===== src/rtl/pi_sequencer_if.sv =====
// pi_sequencer_if
//  Bundles everything between the PI sequencer and the outside world: the update
//  handshake (go/busy/done), the error and speed inputs, the shared-ALU control and
//  operand bus, and the motor command outputs.
//  Modports:
//   master - the sequencer: drives ALU selects/flags, operand registers, lft/rht,
//            busy/done; receives go, err_in, Fwd and the ALU result dst.
//   slave  - the environment (error source, ALU, motor drivers): the mirror image.
//  Fwd is only routed through to the ALU; the sequencer never registers it.
interface pi_sequencer_if;
    logic        go;
    logic [11:0] err_in;
    logic [11:0] Fwd;
    logic [15:0] dst;
    logic [2:0]  src1sel;
    logic [2:0]  src0sel;
    logic        multiply;
    logic        mult2;
    logic        mult4;
    logic        sub;
    logic        saturate;
    logic [11:0] Error;
    logic [11:0] Intgrl;
    logic [11:0] Icomp;
    logic [15:0] Pcomp;
    logic [15:0] Accum;
    logic [11:0] lft;
    logic [11:0] rht;
    logic        busy;
    logic        done;

    modport master (
        input  go, err_in, Fwd, dst,
        output src1sel, src0sel, multiply, mult2, mult4, sub, saturate,
        output Error, Intgrl, Icomp, Pcomp, Accum,
        output lft, rht, busy, done
    );

    modport slave (
        output go, err_in, Fwd, dst,
        input  src1sel, src0sel, multiply, mult2, mult4, sub, saturate,
        input  Error, Intgrl, Icomp, Pcomp, Accum,
        input  lft, rht, busy, done
    );
endinterface


===== src/rtl/pi_sequencer.sv =====
// pi_sequencer
//  Walks the shared ALU through one PI motor-control update per accepted go pulse:
//  integrator accumulate, I product, P product, then left and right motor sums.
//  Owns the ALU operand registers (Error, Intgrl, Icomp, Pcomp, Accum), drives the
//  ALU select/flag inputs and captures dst into the register the current step targets.
//  Ports:
//   clk  - system clock, rising edge
//   rst  - synchronous reset, active-high
//   bus  - pi_sequencer_if.master (handshake, ALU bus, operands, lft/rht)
//  Parameters:
//   INT_DEC_BITS - Intgrl is written only on every 2**INT_DEC_BITS-th update
//   MULT_CYCLES  - cycles each multiply step is held (>=1); dst captured on the last
//  Build option:
//   ANTI_WINDUP_EN - when defined, the Intgrl write is also skipped while the previous
//                    lft command sits at either saturation rail.
//
//  state  | meaning
//  IDLE   | waiting for go; ALU control word all zero
//  INTG   | Intgrl + (Error>>4), saturated; written only on decimation hit
//  ICOMP  | Iterm * Intgrl, held MULT_CYCLES -> Icomp
//  PCOMP  | Error * Pterm, held MULT_CYCLES -> Pcomp
//  L_ACC1 | Fwd - Pcomp -> Accum
//  L_ACC2 | Accum - Icomp, saturated -> lft
//  R_ACC1 | Fwd + Pcomp -> Accum
//  R_ACC2 | Accum + Icomp, saturated -> rht, pulse done
module pi_sequencer #(
    parameter int INT_DEC_BITS = 2,
    parameter int MULT_CYCLES  = 2
) (
    input  logic           clk,
    input  logic           rst,
    pi_sequencer_if.master bus
);
    localparam int IW = (INT_DEC_BITS > 0) ? INT_DEC_BITS : 1;
    localparam int MW = (MULT_CYCLES > 1) ? $clog2(MULT_CYCLES) : 1;
    localparam logic [MW-1:0] MLAST = MW'(MULT_CYCLES - 1);

    typedef enum logic [2:0] {
        IDLE, INTG, ICOMP, PCOMP, L_ACC1, L_ACC2, R_ACC1, R_ACC2
    } state_t;

    typedef struct packed {
        logic [2:0] src1sel;
        logic [2:0] src0sel;
        logic       multiply;
        logic       mult2;
        logic       mult4;
        logic       sub;
        logic       saturate;
    } ctrl_t;

    // ALU control word belonging to each state; loaded together with the state so
    // the ALU sees a registered, glitch-free word for the whole step.
    function automatic ctrl_t ctrl_of(input state_t s);
        ctrl_t c;
        c = '0;
        case (s)
            INTG:    begin c.src1sel = 3'd3; c.src0sel = 3'd1; c.saturate = 1'b1; end
            ICOMP:   begin c.src1sel = 3'd1; c.src0sel = 3'd1; c.multiply = 1'b1; end
            PCOMP:   begin c.src1sel = 3'd2; c.src0sel = 3'd4; c.multiply = 1'b1; end
            L_ACC1:  begin c.src1sel = 3'd4; c.src0sel = 3'd3; c.sub = 1'b1; end
            L_ACC2:  begin
                c.src1sel = 3'd0; c.src0sel = 3'd2; c.sub = 1'b1; c.saturate = 1'b1;
            end
            R_ACC1:  begin c.src1sel = 3'd4; c.src0sel = 3'd3; end
            R_ACC2:  begin c.src1sel = 3'd0; c.src0sel = 3'd2; c.saturate = 1'b1; end
            default: c = '0;
        endcase
        return c;
    endfunction

    state_t          state;
    ctrl_t           ctrl;
    logic            busy_r;
    logic            done_r;
    logic [MW-1:0]   mcnt;
    logic [IW-1:0]   int_dec;
    logic            intg_en;
    logic [11:0]     error_r;
    logic [11:0]     intgrl_r;
    logic [11:0]     icomp_r;
    logic [15:0]     pcomp_r;
    logic [15:0]     accum_r;
    logic [11:0]     lft_r;
    logic [11:0]     rht_r;
    logic            dec_hit;
    logic            windup_block;

    // With zero decimation bits every update writes the integrator.
    assign dec_hit = (INT_DEC_BITS == 0) || (int_dec == '1);

`ifdef ANTI_WINDUP_EN
    assign windup_block = (lft_r == 12'h7FF) || (lft_r == 12'h800);
`else
    assign windup_block = 1'b0;
`endif

    always_ff @(posedge clk) begin
        if (rst) begin
            state    <= IDLE;
            ctrl     <= '0;
            busy_r   <= 1'b0;
            done_r   <= 1'b0;
            mcnt     <= '0;
            int_dec  <= '0;
            intg_en  <= 1'b0;
            error_r  <= '0;
            intgrl_r <= '0;
            icomp_r  <= '0;
            pcomp_r  <= '0;
            accum_r  <= '0;
            lft_r    <= '0;
            rht_r    <= '0;
        end else begin
            done_r <= 1'b0;
            case (state)
                IDLE: begin
                    if (bus.go) begin
                        error_r <= bus.err_in;
                        // Decimation decision uses the count before this increment.
                        intg_en <= dec_hit;
                        int_dec <= int_dec + 1'b1;
                        state   <= INTG;
                        ctrl    <= ctrl_of(INTG);
                        busy_r  <= 1'b1;
                    end
                end
                INTG: begin
                    if (intg_en && !windup_block) begin
                        intgrl_r <= bus.dst[11:0];
                    end
                    mcnt  <= '0;
                    state <= ICOMP;
                    ctrl  <= ctrl_of(ICOMP);
                end
                ICOMP: begin
                    if (mcnt == MLAST) begin
                        icomp_r <= bus.dst[11:0];
                        mcnt    <= '0;
                        state   <= PCOMP;
                        ctrl    <= ctrl_of(PCOMP);
                    end else begin
                        mcnt <= mcnt + 1'b1;
                    end
                end
                PCOMP: begin
                    if (mcnt == MLAST) begin
                        pcomp_r <= bus.dst;
                        mcnt    <= '0;
                        state   <= L_ACC1;
                        ctrl    <= ctrl_of(L_ACC1);
                    end else begin
                        mcnt <= mcnt + 1'b1;
                    end
                end
                L_ACC1: begin
                    accum_r <= bus.dst;
                    state   <= L_ACC2;
                    ctrl    <= ctrl_of(L_ACC2);
                end
                L_ACC2: begin
                    lft_r <= bus.dst[11:0];
                    state <= R_ACC1;
                    ctrl  <= ctrl_of(R_ACC1);
                end
                R_ACC1: begin
                    accum_r <= bus.dst;
                    state   <= R_ACC2;
                    ctrl    <= ctrl_of(R_ACC2);
                end
                R_ACC2: begin
                    rht_r  <= bus.dst[11:0];
                    done_r <= 1'b1;
                    state  <= IDLE;
                    ctrl   <= ctrl_of(IDLE);
                    busy_r <= 1'b0;
                end
                default: begin
                    state  <= IDLE;
                    ctrl   <= '0;
                    busy_r <= 1'b0;
                end
            endcase
        end
    end

    assign bus.src1sel  = ctrl.src1sel;
    assign bus.src0sel  = ctrl.src0sel;
    assign bus.multiply = ctrl.multiply;
    assign bus.mult2    = ctrl.mult2;
    assign bus.mult4    = ctrl.mult4;
    assign bus.sub      = ctrl.sub;
    assign bus.saturate = ctrl.saturate;
    assign bus.Error    = error_r;
    assign bus.Intgrl   = intgrl_r;
    assign bus.Icomp    = icomp_r;
    assign bus.Pcomp    = pcomp_r;
    assign bus.Accum    = accum_r;
    assign bus.lft      = lft_r;
    assign bus.rht      = rht_r;
    assign bus.busy     = busy_r;
    assign bus.done     = done_r;
endmodule


===== src/flat_wrapper.sv =====
// flat-port wrapper written by rule: the top's interface ports become plain ports
module pi_sequencer_flat 
#(
    parameter int INT_DEC_BITS = 2,
    parameter int MULT_CYCLES  = 2
)
  (clk, rst, bus_go, bus_err_in, bus_Fwd, bus_dst, bus_src1sel, bus_src0sel, bus_multiply, bus_mult2, bus_mult4, bus_sub, bus_saturate, bus_Error, bus_Intgrl, bus_Icomp, bus_Pcomp, bus_Accum, bus_lft, bus_rht, bus_busy, bus_done);
  pi_sequencer_if bus_i ();
  input  logic clk;
  input  logic rst;
  input wire logic [$bits(bus_i.go)-1:0] bus_go;
  input wire logic [$bits(bus_i.err_in)-1:0] bus_err_in;
  input wire logic [$bits(bus_i.Fwd)-1:0] bus_Fwd;
  input wire logic [$bits(bus_i.dst)-1:0] bus_dst;
  output wire logic [$bits(bus_i.src1sel)-1:0] bus_src1sel;
  output wire logic [$bits(bus_i.src0sel)-1:0] bus_src0sel;
  output wire logic [$bits(bus_i.multiply)-1:0] bus_multiply;
  output wire logic [$bits(bus_i.mult2)-1:0] bus_mult2;
  output wire logic [$bits(bus_i.mult4)-1:0] bus_mult4;
  output wire logic [$bits(bus_i.sub)-1:0] bus_sub;
  output wire logic [$bits(bus_i.saturate)-1:0] bus_saturate;
  output wire logic [$bits(bus_i.Error)-1:0] bus_Error;
  output wire logic [$bits(bus_i.Intgrl)-1:0] bus_Intgrl;
  output wire logic [$bits(bus_i.Icomp)-1:0] bus_Icomp;
  output wire logic [$bits(bus_i.Pcomp)-1:0] bus_Pcomp;
  output wire logic [$bits(bus_i.Accum)-1:0] bus_Accum;
  output wire logic [$bits(bus_i.lft)-1:0] bus_lft;
  output wire logic [$bits(bus_i.rht)-1:0] bus_rht;
  output wire logic [$bits(bus_i.busy)-1:0] bus_busy;
  output wire logic [$bits(bus_i.done)-1:0] bus_done;
  assign bus_i.go = bus_go;
  assign bus_i.err_in = bus_err_in;
  assign bus_i.Fwd = bus_Fwd;
  assign bus_i.dst = bus_dst;
  assign bus_src1sel = bus_i.src1sel;
  assign bus_src0sel = bus_i.src0sel;
  assign bus_multiply = bus_i.multiply;
  assign bus_mult2 = bus_i.mult2;
  assign bus_mult4 = bus_i.mult4;
  assign bus_sub = bus_i.sub;
  assign bus_saturate = bus_i.saturate;
  assign bus_Error = bus_i.Error;
  assign bus_Intgrl = bus_i.Intgrl;
  assign bus_Icomp = bus_i.Icomp;
  assign bus_Pcomp = bus_i.Pcomp;
  assign bus_Accum = bus_i.Accum;
  assign bus_lft = bus_i.lft;
  assign bus_rht = bus_i.rht;
  assign bus_busy = bus_i.busy;
  assign bus_done = bus_i.done;
  pi_sequencer #(.INT_DEC_BITS(INT_DEC_BITS), .MULT_CYCLES(MULT_CYCLES)) u_core (.clk(clk), .rst(rst), .bus(bus_i));
endmodule

===== config.mk =====
export PLATFORM = sky130hd
export DESIGN_NAME = pi_sequencer_flat
export DESIGN_NICKNAME = d
export VERILOG_FILES = /design/src/rtl/pi_sequencer_if.sv /design/src/rtl/pi_sequencer.sv /design/src/flat_wrapper.sv
export SDC_FILE = /design/constraint.sdc
export NUM_CORES = 1
export LEC_CHECK = 0
export ABC_AREA = 0
export BUFFER_PORTS_ARGS = -buffer_cell sky130_fd_sc_hd__clkbuf_2
export CORE_ASPECT_RATIO = 1.5
export CORE_MARGIN = 8
export CORE_UTILIZATION = 39
export CTS_CLUSTER_SIZE = 24
export DETAILED_ROUTE_END_ITERATION = 16
export GPL_ROUTABILITY_DRIVEN = 0
export PLACE_DENSITY = 0.69
export SETUP_SLACK_MARGIN = 0.15
export SYNTH_ARGS = -nofsm -noshare
export SYNTH_HDL_FRONTEND = slang
export SYNTH_SLANG_ARGS = --single-unit

===== constraint.sdc =====
create_clock -name clk -period 3.75 [get_ports clk]
set_clock_uncertainty 0.1 [all_clocks]
set_input_delay 0.5625 -clock clk [delete_from_list [all_inputs] [get_ports clk]]
set_output_delay 0.5625 -clock clk [all_outputs]
set_load 0.05 [all_outputs]

==> Word-level counts from Yosys, hierarchy flattened <==
Cells that the tools add are included.
{ "op_classes": {"eq_ne": 11, "n_addsub": 2, "mux": 13, "reduce_logical": 11} }
{ "op_table": {"columns": ["op", "n"], "rows": [
  ["case mux 11 bit (8 select lines)", 1],
  ["2-to-1 mux 11 bit", 3],
  ["case mux 3 bit (8 select lines)", 1],
  ["equality test 3 bit, second input constant", 4],
  ["AND reduction 2 bit", 5],
  ["2-to-1 mux 3 bit", 3],
  ["equality test 3 x 2 -> 1 bit, second input constant", 2],
  ["inequality test 2 x 1 -> 1 bit, second input constant", 2],
  ["case mux 1 bit (2 select lines)", 2],
  ["nonzero test 2 bit", 2],
  ["OR reduction 2 bit", 2],
  ["equality test 3 x 1 -> 1 bit, second input constant", 1],
  ["logical NOT 3 bit", 1],
  ["2-to-1 mux 1 bit", 3],
  ["AND reduction 3 bit", 1],
  ["adder 2 x 1 -> 2 bit, second input constant", 1],
  ["equality test 2 bit, second input constant", 1],
  ["inequality test 2 bit, second input constant", 1],
  ["adder 1 bit, second input constant", 1]
]} }
{ "word_totals": {"in_bits": 43, "ff_bits": 112, "out_inout_bits": 105, "wordCells": 57} }

==> Depth between registers and ports, before layout <==
Gate-level depths: netlist of the first run.
{ "depth": {"word_depth": 3, "mapped_depth": 8, "depth_no_buf": 5} }

==> Worst setup path before layout of the first run <==
Ideal clock, no wire load.
{ "synth_path": {"kind": "reg2reg", "start": "reg u_core.state[0]", "end": "reg u_core.ctrl (netlist bit u_core.bus.multiply)", "required_time_ns": 3.580, "period_less_slack_ns": 1.674, "setup_time_ns": 0.070, "arrival_time_ns": 1.503, "path_stages_with_launch": 7, "n_path_buf": 1, "slack_ns": 2.076, "path_cell_list": "dfxtp_1 inv_1 ha_1 buf_6 nor2b_1 or4_1 a21oi_1"} }
{ "synth_between": {"elab_chain_len": 3, "elab_cells_between_ends": 13, "classes_between": "10 x eq/ne; 1 x mux; 2 x reduce/logical"} }
{ "synth_rtl": {"columns": ["element", "line_no", "rtl"], "rows": [
  ["from (decl)", "pi_sequencer.sv:72", "state_t state;"],
  ["from (signal assigned)", "pi_sequencer.sv:100", "state <= IDLE;"],
  ["from (signal assigned)", "pi_sequencer.sv:123", "state <= INTG;"],
  ["from (signal assigned)", "pi_sequencer.sv:133", "state <= ICOMP;"],
  ["equality test 3 x 2 -> 1 bit / logical NOT 3 bit (equally long branches)", "pi_sequencer.sv:116", "case (state)"],
  ["inequality test 2 x 1 -> 1 bit (no source line) / inequality test 2 bit (equally long branches)", null, null],
  ["AND reduction 3 bit (no source line)", null, null],
  ["to (signal assigned)", "pi_sequencer.sv:124", "ctrl <= ctrl_of(INTG);"],
  ["to (signal assigned)", "pi_sequencer.sv:134", "ctrl <= ctrl_of(ICOMP);"],
  ["to (signal assigned)", "pi_sequencer.sv:141", "ctrl <= ctrl_of(PCOMP);"],
  ["to (decl)", "pi_sequencer.sv:73", "ctrl_t ctrl;"]
]} }
Parallel ways exist; a longest one is shown, timed or not.
A chain may end at the register's enable or synchronous reset.

==> Worst setup path after layout of the first run <==
{ "layout_path": {"start": "reg u_core.ctrl (netlist bit u_core.bus.src0sel[1])", "end": "out bus_src0sel[1]"} }
{ "layout_lines": {"columns": ["element", "line_no", "rtl"], "rows": [
  ["to (decl)", "flat_wrapper.sv:16", "output wire logic [$bits(bus_i.src0sel)-1:0] bus_src0sel;"]
]} }
No word-level cell between the ends.

==> flow_metrics.tcl, run 1 <==
set metrics [dict create \
    status "completed" \
    met1_usage 0.186 \
    final_cells 749 \
    hold_class "in -> reg" \
    end_kind "output port" \
    yosysSeqAreaShare 0.532 \
    syn_to_final_growth_pct 23.5 \
    power_uw 3270 \
    cts_resized 0 \
    port_buffers 133 \
    holdPathEnd "u_core.bus.Error[4]$_SDFFE_PP0P_" \
    finalSetupViolCount 0 \
    pwr-share-clk 0.306 \
    cap_viol_max_count 0 \
    synth_top_cell_by_area "dfxtp_1" \
    synth_top_area_share 0.532 \
    fmax_mhz 423 \
    first_pass_iters 4 \
    p_per_area_mw_per_mm2 645 \
    seqPwrFrac 0.410 \
    worstPathBufferInverterCount 1 \
    wl_per_cell_microns 16.1 \
    postSynthCellCount 493 \
    initial_core_util 0.393 \
    path_class "reg -> out" \
    ant_nets 0 \
    tns_ns 0 \
    antenna_cells 0 \
    grtUsageMet3 0.0392 \
    vias 3687 \
    power_switching_uw 1170 \
    fin_area_sq_mm 0.00506 \
    post-cts-setup-buffers 0 \
    min_from "bus_err_in[4]" \
    timing.final.hold_violations 0 \
    synth_area_per_cell_sq_um 8.31 \
    dpl.cell_count 733 \
    comb_power_share 0.284 \
    grt_usage 0.166 \
    ys_ff_latch 109 \
    syn_area_sq_mm 0.00410 \
    busiest_layer "met2" \
    startpoint_type "flop" \
    nets 648 \
    placed_cell_area_sq_mm 0.00475 \
    cts_tree "built" \
    drc 0 \
    row_count 46 \
    period_share 0.631 \
    die_w_microns 99.7 \
    period_needed_ns 2.37 \
    h-tree-depth 3 \
    die-area_sq_mm 0.0141 \
    finalWirelength_mm 12.1 \
    crit_family "flip-flops" \
    clk_latency_ns 0.33 \
    intPower_uw 2100 \
    synth_cell_types 32 \
    relSlewSlack 0.263 \
    coreArea_sq_mm 0.0104 \
    grt_use_met2 0.293 \
    clkSinkCount 109 \
    path_cells "clkbuf_2" \
    via_per_inst 4.92 \
    grt_pass1_vias 3477 \
    drtIter0Drc 182 \
    irDropWorstVdd_mv 0.290 \
    r2r_slack_ns 1.47 \
    grt_max_degree 110 \
    numCtsBuffers 9 \
    synth.top_cells.by_area "dfxtp_1 53%, nand2_1 15%, a21oi_1 11%" \
    finalMaxSlewViolations 0 \
    swShare 0.357 \
    cp_data_arrival_time_ns 1.70 \
    slowest_delay_ns 0.95 \
    reg2reg_depth 3 \
    worstMarginPinSlew_ns 1.10 \
    critPathLaunch "u_core.bus.src0sel[1]$_SDFFE_PP0P_" \
    ios 148 \
    synth_warnings 0 \
    r2r-start "u_core.bus.src0sel[1]$_SDFFE_PP0P_" \
    drive_above_1_share 0.253 \
    dpl.hpwl_mm 8.64 \
    cts_max_path_buffers 2 \
    cp_slowest_cell "dfxtp_1" \
    hold_depth 3 \
    leakage_uw 0.00213 \
    required_ns 3.09 \
    overflow 0 \
    rsz0062_at_grt "no" \
    grt_pass1_wl_mm 18.5 \
    r2r-end "u_core.bus.Intgrl[5]$_SDFFE_PP0P_" \
    worstPathMaxFanout 30 \
    cts-root-buf "clkbuf_16" \
    antenna_found_initial 0 \
    fin_util 0.486 \
    clkTransAtPathRegs_ns 0.07 \
    die_y_microns 142 \
    ctsHoldBuffers 0 \
]
==> worst max-delay path by stage <==
stage / cells past startpoint / end
after detailed placement: 3 / u_core.bus.Intgrl[5]$_SDFFE_PP0P_
after global routing: 1 / bus_src0sel[1]
final: 1 / bus_src0sel[1]
after floorplan: 6 / u_core.bus.multiply$_SDFFE_PP0P_
after CTS: 1 / bus_src0sel[1]
after global placement: 3 / u_core.bus.Intgrl[7]$_SDFFE_PP0P_
==> logic make-up (layout without fill, tap and decap cells) <==
group	Yosys count	count (layout)	share of synthesized area
buf+inv	43	154	0.0540
mux	12	12	0.0293
xor+xnor	1	1	0.00214
fa+ha+maj	5	5	0.0153
compound gates	119	119	0.166
simple gates	203	203	0.200
flops	109	109	0.532
other cells	1	2	0.000915
==> layout make-up <==
type,count,area (sq um)
Sequential cell,109,2180
Multi-Input combinational cell,342,1700
Inverter,5,18.8
Clock buffer,10,229
Timing Repair Buffer,133,668
Tap cell,144,180
Fill cell,1029,5350
Clock inverter,6,86.3
==> routing by layer <==
layer	vias to the layer above	wire [microns]
met2	115	6310
met1	1724	4700
li1	1833	-
met3	15	817
met4	0	232
met5	-	0
==> state kept, by name (all words and copies together), names as in the netlist, 2 cells and up <==
| register | flops |
|---|---|
| u_core.bus.Icomp | 12 |
| u_core.bus.rht | 12 |
| u_core.bus.Error | 12 |
| u_core.bus.Intgrl | 12 |
| u_core.state | 2 |
| u_core.int_dec | 2 |
| u_core.bus.src0sel | 3 |
| u_core.bus.Pcomp | 16 |
| u_core.bus.src1sel | 3 |
| u_core.bus.lft | 12 |
| u_core.bus.Accum | 16 |
==> per-stage QoR <==
step	worst slack [ns]	hold slack, ns
2_1_floorplan	2.08	0.336
3_3_place_gp	1.58	0.341
3_5_place_dp	1.47	0.346
4_1_cts	1.38	0.335
5_1_grt	1.25	0.343
6_report	1.38	0.348
==> power by group through the flow <==
stage,clock [uW],sequential (uW),combinational (uW)
floorplan,0,1610,477
global placement,0,1360,905
detailed placement,0,1360,924
CTS,1020,1340,928
global route,1070,1350,1000
finish,1000,1340,927
==> cells in the mapped netlist <==
| cell type | number |
|---|---|
| a311oi_1 | 3 |
| and3b_1 | 3 |
| a2111oi_2 | 1 |
| nor3_1 | 1 |
| nand2_1 | 169 |
| and2_1 | 2 |
| nor3b_1 | 2 |
| dfxtp_1 | 109 |
| mux2i_1 | 12 |
| clkbuf_1 | 13 |
| or4_1 | 1 |
| nand3b_1 | 4 |
| inv_1 | 5 |
| a21oi_1 | 92 |
| ha_1 | 5 |
| o21ba_2 | 2 |
| o21bai_2 | 1 |
| nor2_1 | 17 |
| nand2b_1 | 3 |
| xnor2_1 | 1 |
| o21a_1 | 1 |
| o21ai_0 | 2 |
| buf_4 | 4 |
| buf_6 | 3 |
| o211ai_1 | 3 |
| nor2b_1 | 1 |
| a211oi_1 | 12 |
| conb_1 | 1 |
| a211o_1 | 1 |
| clkbuf_2 | 1 |
| buf_2 | 17 |
| o21ai_2 | 1 |
==> placed cells by master, fill, tap and decap left out, types with 4 or more instances in the layout <==
cell       netlist  routed
nor2_1          17      17
clkbuf_2         1     132
dfxtp_1        109     109
ha_1             5       5
a21oi_1         92      92
a211oi_1        12      12
inv_1            5       5
mux2i_1         12      12
nand3b_1         4       4
clkbuf_16        0       9
nand2_1        169     169
==> worst reg2reg max path: cells and delay by family (launching register included) <==
family	cells	cell delay [ns]
DFF	1	0.95
and+or+nand+nor	2	0.79
muxes	1	0.28
(Power assumes the default switching activity.)
==> run 2, diff against run 1 <==
--- a/config.mk
+++ b/config.mk
@@ -5,7 +5,7 @@
 export SDC_FILE = /design/constraint.sdc
 export NUM_CORES = 1
 export LEC_CHECK = 0
-export ABC_AREA = 0
+export ABC_AREA = 1
 export BUFFER_PORTS_ARGS = -buffer_cell sky130_fd_sc_hd__clkbuf_2
 export CORE_ASPECT_RATIO = 1.5
 export CORE_MARGIN = 8
==> constraint.sdc (replaced) <==
create_clock -name clk -period 2.44 [get_ports clk]
set_clock_uncertainty 0.1 [all_clocks]
set_input_delay 0.366 -clock clk [delete_from_list [all_inputs] [get_ports clk]]
set_output_delay 0.366 -clock clk [all_outputs]
set_load 0.05 [all_outputs]
==> flow_metrics.tcl, run 2 <==
set metrics [dict create \
    status "completed" \
    setup.worst_path.end "bus_src0sel[1]" \
    synth_cell_types 26 \
    period_needed_ns 1.88 \
    synth.top_cells.by_area "dfxtp_1 53%, nor2_1 11%, o21ai_0 9.6%" \
    dpl.hpwl_mm 8.69 \
    drtIter0Drc 252 \
    clk_latency_ns 0.34 \
    r2r-end "u_core.bus.Intgrl[7]$_SDFFE_PP0P_" \
    synth_warnings 0 \
    cp_slowest_cell "dfxtp_1" \
    path_cells "clkbuf_2" \
    cp_data_arrival_time_ns 1.41 \
    irDropWorstVdd_mv 0.622 \
    reg2reg_depth 5 \
    cts-root-buf "clkbuf_16" \
    drc 0 \
    rsz0062_at_grt "no" \
    die_w_microns 100 \
    cap_viol_max_count 0 \
    initial_core_util 0.394 \
    drive_above_1_share 0.258 \
    die_y_microns 142 \
    port_buffers 133 \
    nets 693 \
    clkSinkCount 109 \
    hold_class "in -> reg" \
    antenna_cells 0 \
    path_class "reg -> out" \
    yosysSeqAreaShare 0.528 \
    vias 3713 \
    ios 148 \
    synth_top_flop_cell "dfxtp_1" \
    worstPathMaxFanout 9 \
    cts_tree "built" \
    clkTransAtPathRegs_ns 0.07 \
    syn_to_final_growth_pct 25.4 \
    leakage_uw 0.00233 \
    post-cts-setup-buffers 0 \
    layout_commonest_cell "clkbuf_2" \
    worstPathBufferInverterCount 1 \
    fin_util 0.495 \
    critPathLaunch "u_core.bus.src0sel[1]$_SDFFE_PP0P_" \
    die-area_sq_mm 0.0142 \
    synth_area_per_cell_sq_um 7.84 \
    min_from "bus_dst[15]" \
    via_per_inst 4.68 \
    synth_top_area_share 0.528 \
    ys_ff_latch 109 \
    grt_pass1_vias 3445 \
    p_per_area_mw_per_mm2 1090 \
    ant_nets 0 \
    grt_max_degree 72 \
    cts_resized 0 \
    antenna_found_initial 0 \
    r2r-start "u_core.state[1]$_SDFFE_PP0P_" \
    synth_top_cell_by_area "dfxtp_1" \
    async_reset_ff_frac 0 \
    yosysMostFrequentCell "nor2_1" \
    grt_usage 0.161 \
    tns_ns 0 \
    fmax_mhz 532 \
    row_count 46 \
    first_pass_iters 4 \
    crit_family "flip-flops" \
    h-tree-depth 3 \
    startpoint_type "flop" \
    required_ns 1.97 \
    ctsHoldBuffers 0 \
    wl_per_cell_microns 14.6 \
    period_share 0.770 \
    finalMaxSlewViolations 0 \
    overflow 0 \
    postLayoutSetupSlackWorst_ns 0.561 \
    fillCellCount 1064 \
    finalSetupViolCount 0 \
    synth_edf_count 0 \
    relSlewSlack 0.581 \
    path_depth 1 \
    whs_ns 0.199 \
    end_kind "output port" \
    coreArea_sq_mm 0.0105 \
    preCtsSetupSlack_ns 0.591 \
    worstMarginPinSlew_ns 0.627 \
    numCtsBuffers 9 \
    finalWirelength_mm 11.6 \
    r2r_slack_ns 0.59 \
    grt_pass1_wl_mm 17.9 \
    slowest_delay_ns 0.68 \
    syn_area_sq_mm 0.00413 \
    cts_max_path_buffers 2 \
    timing.final.hold_violations 0 \
    postSynthCellCount 527 \
    layout.cells.most_common_list "133 x clkbuf_2, 126 x nor2_1, 109 x dfxtp_1" \
    yosys-top-cells-count "126 x nor2_1, 109 x dfxtp_1, 79 x o21ai_0, 49 x nand2_1, 46 x a21oi_1" \
]
[run 2: metrics by stage]
| step | instances | cell area, sq um | total power (uW) |
|---|---|---|---|
| floorplan | 528 | 4140 | 3690 |
| global placement | 778 | 4860 | 4060 |
| detailed placement | 778 | 4860 | 4100 |
| CTS | 794 | 5180 | 5670 |
| global route | 794 | 5180 | 5920 |
| finish | 794 | 5180 | 5630 |
[run 2: kinds of logic (layout without fill, tap and decap cells)]
logic type      Yosys count  after routing  synth area share
other cells               1              2          0.000908
xor+xnor                  1              1           0.00212
simple gates            208            208             0.212
buf+inv                  76            198            0.0842
flops                   109            109             0.528
compound gates          127            127             0.157
fa+ha+maj                 5              5            0.0151
[run 2: worst min-delay path by stage]
| stage | endpoint | slack (ns) | depth (start not counted) |
|---|---|---|---|
| floorplan | u_core.intg_en$_SDFFE_PP0P_ | 0.32 | 2 |
| global placement | u_core.bus.Error[7]$_SDFFE_PP0P_ | 0.33 | 2 |
| detailed placement | u_core.bus.Error[4]$_SDFFE_PP0P_ | 0.34 | 2 |
| CTS | u_core.bus.Pcomp[15]$_SDFFE_PP0P_ | 0.19 | 3 |
| global route | u_core.bus.Error[6]$_SDFFE_PP0P_ | 0.21 | 3 |
| finish | u_core.bus.Pcomp[15]$_SDFFE_PP0P_ | 0.20 | 3 |
[run 2: cell type report]
class	instances	area (sq um)	share of cell area
clock inverter	6	93.8	0.0181
inverter	43	166	0.0321
multi-input combinational	343	1610	0.310
tap	144	180	0.0348
clock buffer	10	229	0.0442
sequential	109	2180	0.421
timing repair buffer	139	723	0.140
[run 2: power breakdown]
| group | switching, uW | total (uW) | internal [uW] |
|---|---|---|---|
| clock network | 667 | 1580 | 912 |
| logic | 1440 | 1890 | 451 |
| registers | 136 | 2150 | 2020 |
| total | 2240 | 5630 | 3380 |
[run 2: layer usage]
metal,GRT usage,wire [microns],vias to the layer above
met5,0,0,-
met4,0.0880,402,0
met3,0.0411,693,18
met2,0.283,5980,102
met1,0.169,4530,1678
li1,-,-,1915
==> run 3, diff against run 2 <==
--- a/config.mk
+++ b/config.mk
@@ -5,7 +5,7 @@
 export SDC_FILE = /design/constraint.sdc
 export NUM_CORES = 1
 export LEC_CHECK = 0
-export ABC_AREA = 1
+export ABC_AREA = 0
 export BUFFER_PORTS_ARGS = -buffer_cell sky130_fd_sc_hd__clkbuf_2
 export CORE_ASPECT_RATIO = 1.5
 export CORE_MARGIN = 8
@@ -13,7 +13,7 @@
 export CTS_CLUSTER_SIZE = 24
 export DETAILED_ROUTE_END_ITERATION = 16
 export GPL_ROUTABILITY_DRIVEN = 0
-export PLACE_DENSITY = 0.69
+export PLACE_DENSITY = 0.72
 export SETUP_SLACK_MARGIN = 0.15
 export SYNTH_ARGS = -nofsm -noshare
 export SYNTH_HDL_FRONTEND = slang
==> constraint.sdc (replaced) <==
create_clock -name clk -period 1.6 [get_ports clk]
set_clock_uncertainty 0.1 [all_clocks]
set_input_delay 0.24 -clock clk [delete_from_list [all_inputs] [get_ports clk]]
set_output_delay 0.24 -clock clk [all_outputs]
set_load 0.05 [all_outputs]
==> flow_metrics.tcl, run 3 (synthesized netlist as in run 1, its figures left out) <==
set metrics [dict create \
    status "finished, violations left" \
    violations "setup timing" \
    h-tree-depth 3 \
    grt_pass1_vias 3898 \
    grt_usage 0.178 \
    finalWirelength_mm 13.1 \
    ant_nets 0 \
    vias 3939 \
    finalMaxSlewViolations 0 \
    cts-root-buf "clkbuf_16" \
    antenna_found_initial 0 \
    required_ns 1.70 \
    syn_to_final_growth_pct 44.5 \
    cts_tree "built" \
    drtIter0Drc 165 \
    dpl.hpwl_mm 9.31 \
    clk_latency_ns 0.33 \
    overflow 0 \
    irDropWorstVdd_mv 0.865 \
    clkSinkCount 109 \
    period_share 1.01 \
    first_pass_iters 4 \
    layout.cells.most_common_list "138 x nand2_1, 131 x clkbuf_2, 106 x dfxtp_1" \
    die_y_microns 142 \
    cts_max_path_buffers 2 \
    power_uw 8630 \
    path_class "reg -> reg" \
    clkTransAtPathRegs_ns 0.07 \
    drc 0 \
    cp_data_arrival_time_ns 1.72 \
    startpoint_type "flop" \
    p_per_area_mw_per_mm2 1460 \
    nets 688 \
    initial_core_util 0.393 \
    wl_per_cell_microns 16.6 \
    port_buffers 133 \
    period_needed_ns 1.62 \
    die-area_sq_mm 0.0141 \
    via_per_inst 4.99 \
    drive_above_1_share 0.423 \
    layout_commonest_cell "nand2_1" \
    antenna_cells 0 \
    finalSetupViolCount 3 \
    coreArea_sq_mm 0.0104 \
    numCtsBuffers 9 \
    row_count 46 \
    die_w_microns 99.7 \
    ios 148 \
    cap_viol_max_count 0 \
    leakage_uw 0.00245 \
    postLayoutSetupSlackWorst_ns -0.0193 \
    end_kind "flop" \
    ctsHoldBuffers 0 \
    fmax_mhz 618 \
    grt_max_degree 40 \
    grt_pass1_wl_mm 20.0 \
    whs_ns 0.0259 \
    hold_class "in -> reg" \
    timing.final.hold_violations 0 \
    rsz0062_at_grt "yes" \
    worstPathMaxFanout 7 \
]
## run 3: final timing paths
check | start | endpoint | slack (ns) | cells past startpoint
worst min register to register | u_core.bus.Pcomp[9]$_SDFFE_PP0P_ | u_core.bus.Pcomp[9]$_SDFFE_PP0P_ | 0.36 | 2
worst max register to register | u_core.state[0]$_SDFFE_PP0P_ | u_core.bus.sub$_SDFFE_PP0P_ | -0.02 | 6
worst min-delay path | bus_err_in[0] | u_core.bus.Error[0]$_SDFFE_PP0P_ | 0.03 | 3
worst max-delay path | u_core.state[0]$_SDFFE_PP0P_ | u_core.bus.sub$_SDFFE_PP0P_ | -0.02 | 6
## run 3: through the flow
| stage | std cells | util | instance area (sq um) | TNS (ns) | worst slack, ns |
|---|---|---|---|---|---|
| global route | 789 | 0.569 | 5920 | -0.389 | -0.0784 |
| floorplan | 494 | - | 4230 | 0 | 0.112 |
| global placement | 765 | 0.497 | 5180 | 0 | 0.0501 |
| CTS | 785 | 0.549 | 5720 | -0.00372 | -0.00372 |
| finish | 789 | 0.569 | 5920 | -0.0507 | -0.0193 |
| detailed placement | 765 | 0.497 | 5180 | 0 | 0.00921 |
## run 3: final cells by class
cell class	count	area [sq um]
Fill cell	933	4490
Sequential cell	109	2190
Multi-Input combinational cell	342	2090
Timing Repair Buffer	173	1140
Clock buffer	13	250
Tap cell	144	180
Clock inverter	3	43.8
Inverter	5	23.8
## run 3: per-layer routing
metal | track usage | up-vias | part of all wire
li1 | - | 1915 | -
met1 | 0.186 | 1875 | 0.37
met2 | 0.330 | 122 | 0.54
met3 | 0.0392 | 27 | 0.053
met4 | 0.0737 | 0 | 0.033
met5 | 0 | - | 0
## run 3: worst max-delay path, stage by stage, from the launching register on
cell and delay (ns):
dfxtp_4 0.40, inv_4 0.06, ha_4 0.19, buf_6 0.12, o21ba_4 0.21, a21oi_4 0.27
a311oi_1 0.14
## run 3: where the power goes
part           internal, uW  switching (uW)
Sequential             2970             202
Clock                  1260             944
Combinational          1280            1960
Total                  5520            3110
## run 3: what timing repair did
item | CTS | global route
pin swaps | 25 | 24
endpoints found under the hold margin | 0 | 0
gates resized for setup | 63 | 47
endpoints found under the setup margin | 56 | 83
buffers inserted | 2 | 3
gates cloned | 2 | 1
